===== config.mk =====
export PLATFORM = sky130hd
export DESIGN_NAME = keypad_scanner
export DESIGN_NICKNAME = d
export VERILOG_FILES = /design/src/rtl/keypad_pkg.sv /design/src/rtl/sync_2ff.sv /design/src/rtl/keypad_scanner.sv
export SDC_FILE = /design/constraint.sdc
export NUM_CORES = 1
export LEC_CHECK = 0
export CORE_MARGIN = 2
export CORE_UTILIZATION = 44
export DETAILED_ROUTE_END_ITERATION = 8
export DONT_BUFFER_PORTS = 1
export SLEW_MARGIN = 20
export SYNTH_ARGS = -nofsm -noshare
export SYNTH_HDL_FRONTEND = slang
export SYNTH_SLANG_ARGS = --single-unit

===== constraint.sdc =====
create_clock -name clk -period 2 [get_ports clk]
set_input_delay 0.1 -clock clk [delete_from_list [all_inputs] [get_ports clk]]
set_output_delay 0.1 -clock clk [all_outputs]
set_load 0.01 [all_outputs]

===== src/rtl/keypad_pkg.sv =====
// Shared types and constants for the 4x4 keypad scanner.
package keypad_pkg;

  localparam int KEY_ROWS   = 4;
  localparam int KEY_COLS   = 4;
  localparam int KEY_CODE_W = 4;

  typedef enum logic [1:0] {
    SCAN,
    CONFIRM,
    HELD
  } state_t;

  // Index of the lowest-numbered row pulled low; only meaningful when some row is low.
  function automatic logic [1:0] lowest_low(input logic [KEY_ROWS-1:0] rows);
    logic [1:0] idx;
    idx = 2'd3;
    for (int i = KEY_ROWS - 1; i >= 0; i--) begin
      if (!rows[i]) idx = 2'(i);
    end
    return idx;
  endfunction

endpackage


===== src/rtl/sync_2ff.sv =====
// Parameterized-width two-flop synchronizer with a configurable reset value.
module sync_2ff #(
  parameter int               WIDTH       = 1,
  parameter logic [WIDTH-1:0] RESET_VALUE = '0
) (
  input  logic             clk,
  input  logic             reset,
  input  logic [WIDTH-1:0] d,
  output logic [WIDTH-1:0] q
);

  logic [WIDTH-1:0] meta;

  always_ff @(posedge clk or negedge reset) begin
    if (!reset) begin
      meta <= RESET_VALUE;
      q    <= RESET_VALUE;
    end else begin
      meta <= d;
      q    <= meta;
    end
  end

endmodule


===== src/rtl/keypad_scanner.sv =====
// 4x4 active-low keypad scanner: column drive, synchronized row sense,
// debounced press/release and a one-cycle key event with its code.
module keypad_scanner
  import keypad_pkg::*;
#(
  parameter int SETTLE   = 4,
  parameter int DEBOUNCE = 8
) (
  input  logic                  clk,
  input  logic                  reset,
  output logic [KEY_COLS-1:0]   key_col,
  input  logic [KEY_ROWS-1:0]   key_row,
  output logic                  key_valid,
  output logic [KEY_CODE_W-1:0] key_code,
  output logic                  key_held
);

  localparam int SW = (SETTLE > 1) ? $clog2(SETTLE) : 1;
  localparam int DW = (DEBOUNCE > 1) ? $clog2(DEBOUNCE) : 1;
  localparam logic [SW-1:0] SETTLE_LAST = SW'(SETTLE - 1);
  localparam logic [DW-1:0] DEB_LAST    = DW'(DEBOUNCE - 1);

  state_t                  state, state_next;
  logic [1:0]              col_idx, col_next;
  logic [SW-1:0]           settle_cnt, settle_next;
  logic [DW-1:0]           deb_cnt, deb_next;
  logic [1:0]              cand_row, cand_next;
  logic                    valid_next, held_next;
  logic [KEY_CODE_W-1:0]   code_next;
  logic [KEY_ROWS-1:0]     row_s;
  logic                    cand_bit;

  sync_2ff #(
    .WIDTH       (KEY_ROWS),
    .RESET_VALUE (4'b1111)
  ) u_row_sync (
    .clk   (clk),
    .reset (reset),
    .d     (key_row),
    .q     (row_s)
  );

  assign key_col  = ~(4'b0001 << col_idx);
  assign cand_bit = row_s[cand_row];

  always_ff @(posedge clk or negedge reset) begin
    if (!reset) begin
      state      <= SCAN;
      col_idx    <= 2'd0;
      settle_cnt <= '0;
      deb_cnt    <= '0;
      cand_row   <= 2'd0;
      key_valid  <= 1'b0;
      key_code   <= '0;
      key_held   <= 1'b0;
    end else begin
      state      <= state_next;
      col_idx    <= col_next;
      settle_cnt <= settle_next;
      deb_cnt    <= deb_next;
      cand_row   <= cand_next;
      key_valid  <= valid_next;
      key_code   <= code_next;
      key_held   <= held_next;
    end
  end

  // The column stays frozen from detection until the candidate is rejected or released.
  always_comb begin
    state_next  = state;
    col_next    = col_idx;
    settle_next = settle_cnt;
    deb_next    = deb_cnt;
    cand_next   = cand_row;
    valid_next  = 1'b0;
    code_next   = key_code;
    held_next   = key_held;

    case (state)
      SCAN: begin
        if (settle_cnt == SETTLE_LAST) begin
          settle_next = '0;
          if (row_s == '1) begin
            col_next = col_idx + 2'd1;
          end else begin
            cand_next  = lowest_low(row_s);
            state_next = CONFIRM;
          end
        end else begin
          settle_next = settle_cnt + 1'b1;
        end
      end

      CONFIRM: begin
        if (cand_bit) begin
          deb_next    = '0;
          state_next  = SCAN;
          col_next    = col_idx + 2'd1;
          settle_next = '0;
        end else if (deb_cnt == DEB_LAST) begin
          valid_next = 1'b1;
          code_next  = {cand_row, col_idx};
          held_next  = 1'b1;
          state_next = HELD;
          deb_next   = '0;
        end else begin
          deb_next = deb_cnt + 1'b1;
        end
      end

      HELD: begin
        if (!cand_bit) begin
          deb_next = '0;
        end else if (deb_cnt == DEB_LAST) begin
          held_next   = 1'b0;
          state_next  = SCAN;
          col_next    = col_idx + 2'd1;
          settle_next = '0;
          deb_next    = '0;
        end else begin
          deb_next = deb_cnt + 1'b1;
        end
      end

      default: state_next = SCAN;
    endcase
  end

endmodule


# After elaboration in Yosys (flattened, before gate mapping)
# Index checks and enable logic that the tools add are counted.
# Widths: inputs -> output; s select.
# classes
addsub	3
n_lt_le_gt_ge	1
n_eq_ne	14
n_shift	1
n_mux	33
bitwise	3
reduce_logical	9
# op_table
op	n
$mux 2	15
$pmux 2 s3	3
$ne 2x2->1 const B	8
$reduce_and 5->1	2
$mux 1	9
$mux 3	3
$pmux 3 s2	1
$reduce_and 3->1	2
$reduce_and 6->1	1
$add 2x1->2 const B	2
$eq 2x2->1 const B	2
$eq 4x4->1 const B	1
$not 4->4	1
$reduce_and 4->1	1
$shl 1x2->4 const A	1
$add 3x1->3 const B	1
$eq 3x3->1 const B	1
$lt 2x3->1 const B	1
$ne 3x3->1 const B	1
$reduce_bool 3->1	1
$bmux 1 s2	1
$eq 2x1->1 const B	1
$logic_not 2->1	1
$not 1->1	2
2 further kinds	2
# totals
ff_bits	25
inputBits	6

# Longest topological paths before layout
# depth
depth_word	4
mapped_depth	6

# Modules after synthesis
# A second synthesis with hierarchy kept.
# unflattened
cells_unflattened	100
area_unflattened_um2	1192.4
# modules_own_cells
module	instances	cells_per_inst	area_each_um2	seq_area_each_um2
keypad_scanner	1	92	982.2	425.4
sync_2ff	1	8	210.2	210.2

# Least setup slack after synthesis
# Ideal clock, no wire load.
# synth_path
path_kind	register -> register
start	register cand_row[0]
end	register settle_cnt[0]
arrival_ps	1599
required_ps	1875
setup_slack_ps	276
stages_incl_launch_ff	5
n_path_buf	0
period_less_slack_ps	1724
cell_sequence	dfrtp_1 -> mux4_2 -> a21o_4 -> nand3b_4 -> mux2_4
# synth_between
elab_chain_len	4
elab_cells_between_ends	5
# synth_lines
item	line_no	rtl
start: declaration	keypad_scanner.sv:27	logic [1:0] cand_row, cand_next;
start signal: assignment	keypad_scanner.sv:61	cand_row <= cand_next;
$bmux 1 s2 (*)	keypad_scanner.sv:44	assign cand_bit = row_s[cand_row];
$mux 1 (not written as such) (*)	keypad_scanner.sv:44	
$ne 2x2->1 (no line)	--	
$reduce_and 4->1 (no line) (*)	--	
end signal: assignment	keypad_scanner.sv:59	settle_cnt <= settle_next;
end: declaration	keypad_scanner.sv:25	logic [SW-1:0] settle_cnt, settle_next;
# Every way passes the cells marked *; elsewhere a longest branch is shown, timed or not. The select of a mux whose other input is x is not followed.
# A chain may end at the register's enable or synchronous reset.

# Final worst setup path
# Same ends and word-level chain as after synthesis.

==> results.md <==
* Cell-internal power at around 970 uW
* First-pass GRT wire length at 3250 um
* Post-Synthesis Cells at 97
* Worst Path Arrival at 2020 ps
* Post-synth EDFFs at 0
* Hold Crit Class: in2async
* Post-synthesis xor/xnor area fraction at 1.45%
* Ant diodes at 0
* Post-route setup slack at approximately 210 ps
* Mux contribution to synthesized area at under 10%
* Via density at 5.36
* Asr flop ratio synth at 100%
* Initial antenna violation count at 0
* Post-route ant nets at 0
* Global route overflow at 0
* Worst Tran Pin Value at between 200 and 300 ps
* Status: finished, final reports clean
* Yosys warns at 0
* Layout cells sized above 1 at 23.4%
* # setup viols final at 0
* CTS clk-pin slew, worst paths at 140 ps
* Mapped Area at approximately 0.0012 mm2
* CTS tree: yes
* Final worst-path cycle share at between 80 and 90%
* Via total after detailed routing at between 700 and 800
* Starting Density at 47.4%
* Pwr dens at ~1100 mW/mm2
* RD Place Congestion at roughly 0.86
* Final slew viol count at 0
* 1st-iter DRT viols at 11
* Min cycle time layout at 1790 ps
* DRC violations left at 0
* Hold Fails Final Rpt at 0
* Slowest cell on crit path: mux4_2
* FF/Latch Area at approximately 640 um2
* Routed wire length at between 1500 and 2000 um
* Multi-input logic area at ~520 um2
* DRT Pass-1 Iters at 2
* Critical-path maximum fanout at 6
* Peak supply drop at 0.000578 V
* Crit path buf inv count at 0
* PortBufs at 0
* H-tree Lvls at 1
* Die width at about 56 um
* Die ar. at roughly 0.0032 mm2
* Top FF cell, synth: dfrtp_1
* Skew-Pair Late Insertion Delay at between 300 and 400 ps
* Critical Path Max Stage Delay at 610 ps
* Slew headroom at approximately four fifths
* Flop-to-flop setup slack at 210 ps
* Fin Setup TNS at 0 ps
* Switching share of power at between 30% and 40%
* CP Capture Type: flip-flop
* Gate power share at 36.7%
* Die Y at approximately 56 um
* CP Cell Sequence: mux4_2, a21o_4, nand3b_4, mux2_4
* Largest family of logic cells by synthesized area: adder cells
* Rows at 18
* Switching power at about 530 uW
* CP Launch Type: flip-flop
* Flop pwr share at 47.8%
* Tot GR Track Use at a little over an eighth
* Worst clock skew at around 6 ps
* WS Path Type: reg2reg
* Synth-to-layout area growth at 11.4%
* Core ar. at around 0.0025 mm2
* Clock power share at 15.5%
* Clock Tree Buf Depth at 2
* Buffers inserted by post-CTS timing repair at 0
* Leak pwr at around 0.62 nW
* CTS buffer count at 3
* Dpl hpwl at approximately 1300 um
* Register area share after synthesis at between 50% and 60%
* Root buf cell: clkbuf_4
* Vias in the first global route at 740
* Post-Synth Simple-Gate Area at between 10% and 20%
* Routed length per instance at ~13 um
* Synth Area in Adders at a little under an eighth
* Cell family with the largest share of critical-path delay: multiplexers
* Mean Syn Cell Area at about 12 um2
* I/O Pins at 16
* Crit path required time at around 2200 ps
* Synth unique cells at 29
* Final nets at approximately 130
* Unrepaired setup endpoints after global routing: false
* Placement Setup Slack at 220 ps
* Largest net degree at the start of global routing at 26
* CTS sink cnt at 25
* Fmax at 557 MHz
* Fillcell total at 217
* Seq cells post-synth at 25
* Area fraction in compound gates after synthesis at between 10% and 20%
* Max cap viols at 0
* Synth Net Count at about 110
[layout by cell type (no fill, tap or decap), drive strengths merged]
| cell type | synthesis | layout |
|---|---|---|
| o21ai | 7 | 7 |
| nor2b | 1 | 1 |
| clkinvlp | 0 | 1 |
| dlygate4sd3 | 0 | 5 |
| nor2 | 2 | 2 |
| nand4 | 1 | 1 |
| nand3b | 1 | 1 |
| mux4 | 1 | 1 |
| o211ai | 3 | 3 |
| o2bb2ai | 2 | 2 |
| nand2b | 1 | 1 |
| a21oi | 1 | 1 |
| xnor2 | 2 | 2 |
| a21o | 1 | 1 |
| a2bb2oi | 1 | 1 |
| dfstp | 8 | 8 |
| nand3 | 2 | 2 |
| nand2 | 9 | 9 |
| clkbuf | 0 | 3 |
| nor3 | 1 | 1 |
| buf | 0 | 1 |
| ha | 11 | 11 |
| mux2 | 6 | 6 |
| and2 | 1 | 1 |
| inv | 14 | 14 |
| a22o | 1 | 1 |
| o21a | 1 | 1 |
| dfrtp | 17 | 17 |
| o31ai | 1 | 1 |
| o22ai | 1 | 1 |
[layout make-up]
cell class / count / share of cell area [%]
clock buffer: 3 / 1.67
multi-input combinational: 58 / 38.6
tap: 30 / 2.79
timing repair buffer: 6 / 5.21
clock inverter: 1 / 0.558
inverter: 14 / 3.91
sequential: 25 / 47.3
[kinds of logic (layout without fill, tap and decap cells)]
family,count (synthesis),in the layout
buf+inv,14,24
xor+xnor,2,2
flops,25,25
compound gates,19,19
fa+ha+maj,11,11
mux,7,7
simple gates,19,19
[registers in the layout, indices dropped and copies added, names as in the netlist]
signal           count
settle_cnt           2
state                2
cand_row             2
u_row_sync.q         4
key_valid            1
u_row_sync.meta      4
deb_cnt              3
col_idx              2
key_held             1
key_code             4
[synthesized netlist by cell type, types with 2 or more instances]
library cell,number,area (um2)
o2bb2ai_1,2,17.5
xnor2_1,2,17.5
nand2_1,9,33.8
ha_1,11,138
o211ai_1,3,22.5
o21ai_0,7,35.0
mux2_4,3,45.0
dfrtp_1,17,425
dfstp_2,8,210
mux2_2,3,33.8
inv_1,14,52.6
[through the flow]
stage                     instance area [um2]  hold slack, ps  std cells  power, mW  util (%)
after floorplan                          1210            -196         97       1.17         -
after global placement                   1240            -195        127       1.24      48.9
after detailed placement                 1240            -195        127       1.27      48.9
after CTS                                1350             179        137       1.52      52.9
after global routing                     1350             193        137       1.63      52.9
final                                    1350             182        137       1.50      52.9
[power groups by stage]
stage	registers (mW)	clock network, mW	logic, mW
after global placement	0.721	0	0.522
after floorplan	0.702	0	0.468
final	0.716	0.232	0.550
after detailed placement	0.725	0	0.541
after CTS	0.717	0.244	0.561
after global routing	0.740	0.257	0.636
[path summary, 6_finish.rpt]
kind / cells after the start / startpoint / to
setup reg to reg: 4 / cand_row[0] / settle_cnt[0]
hold / removal: 2 / reset / col_idx[1]
hold reg to reg: 0 / u_row_sync.meta[3] / u_row_sync.q[3]
setup / recovery: 4 / cand_row[0] / settle_cnt[0]
max in group asynchronous: 2 / reset / u_row_sync.q[2]
min in group clk: 1 / key_row[1] / u_row_sync.meta[1]
[what timing repair did]
action | in CTS | in global routing
hold endpoints to repair | 29 | 0
resized for setup | 0 | 0
hold buffers | 6 | 0
[layer usage]
metal / up-vias / share of wire (%) / global-route usage, %
met5: - / 0 / 0
met4: 0 / 1.9 / 6.12
met3: 4 / 3.5 / 2.53
met2: 20 / 49 / 22.4
met1: 364 / 46 / 16.1
li1: 347 / - / -
[worst reg2reg max path, delay by kind of cell, from the launching register on]
family          cells  cell delay, ps
compound gates      1             290
flops               1             410
mux                 2             900
simple gates        1              90
No activity file was read; power rests on OpenSTA's default activity.
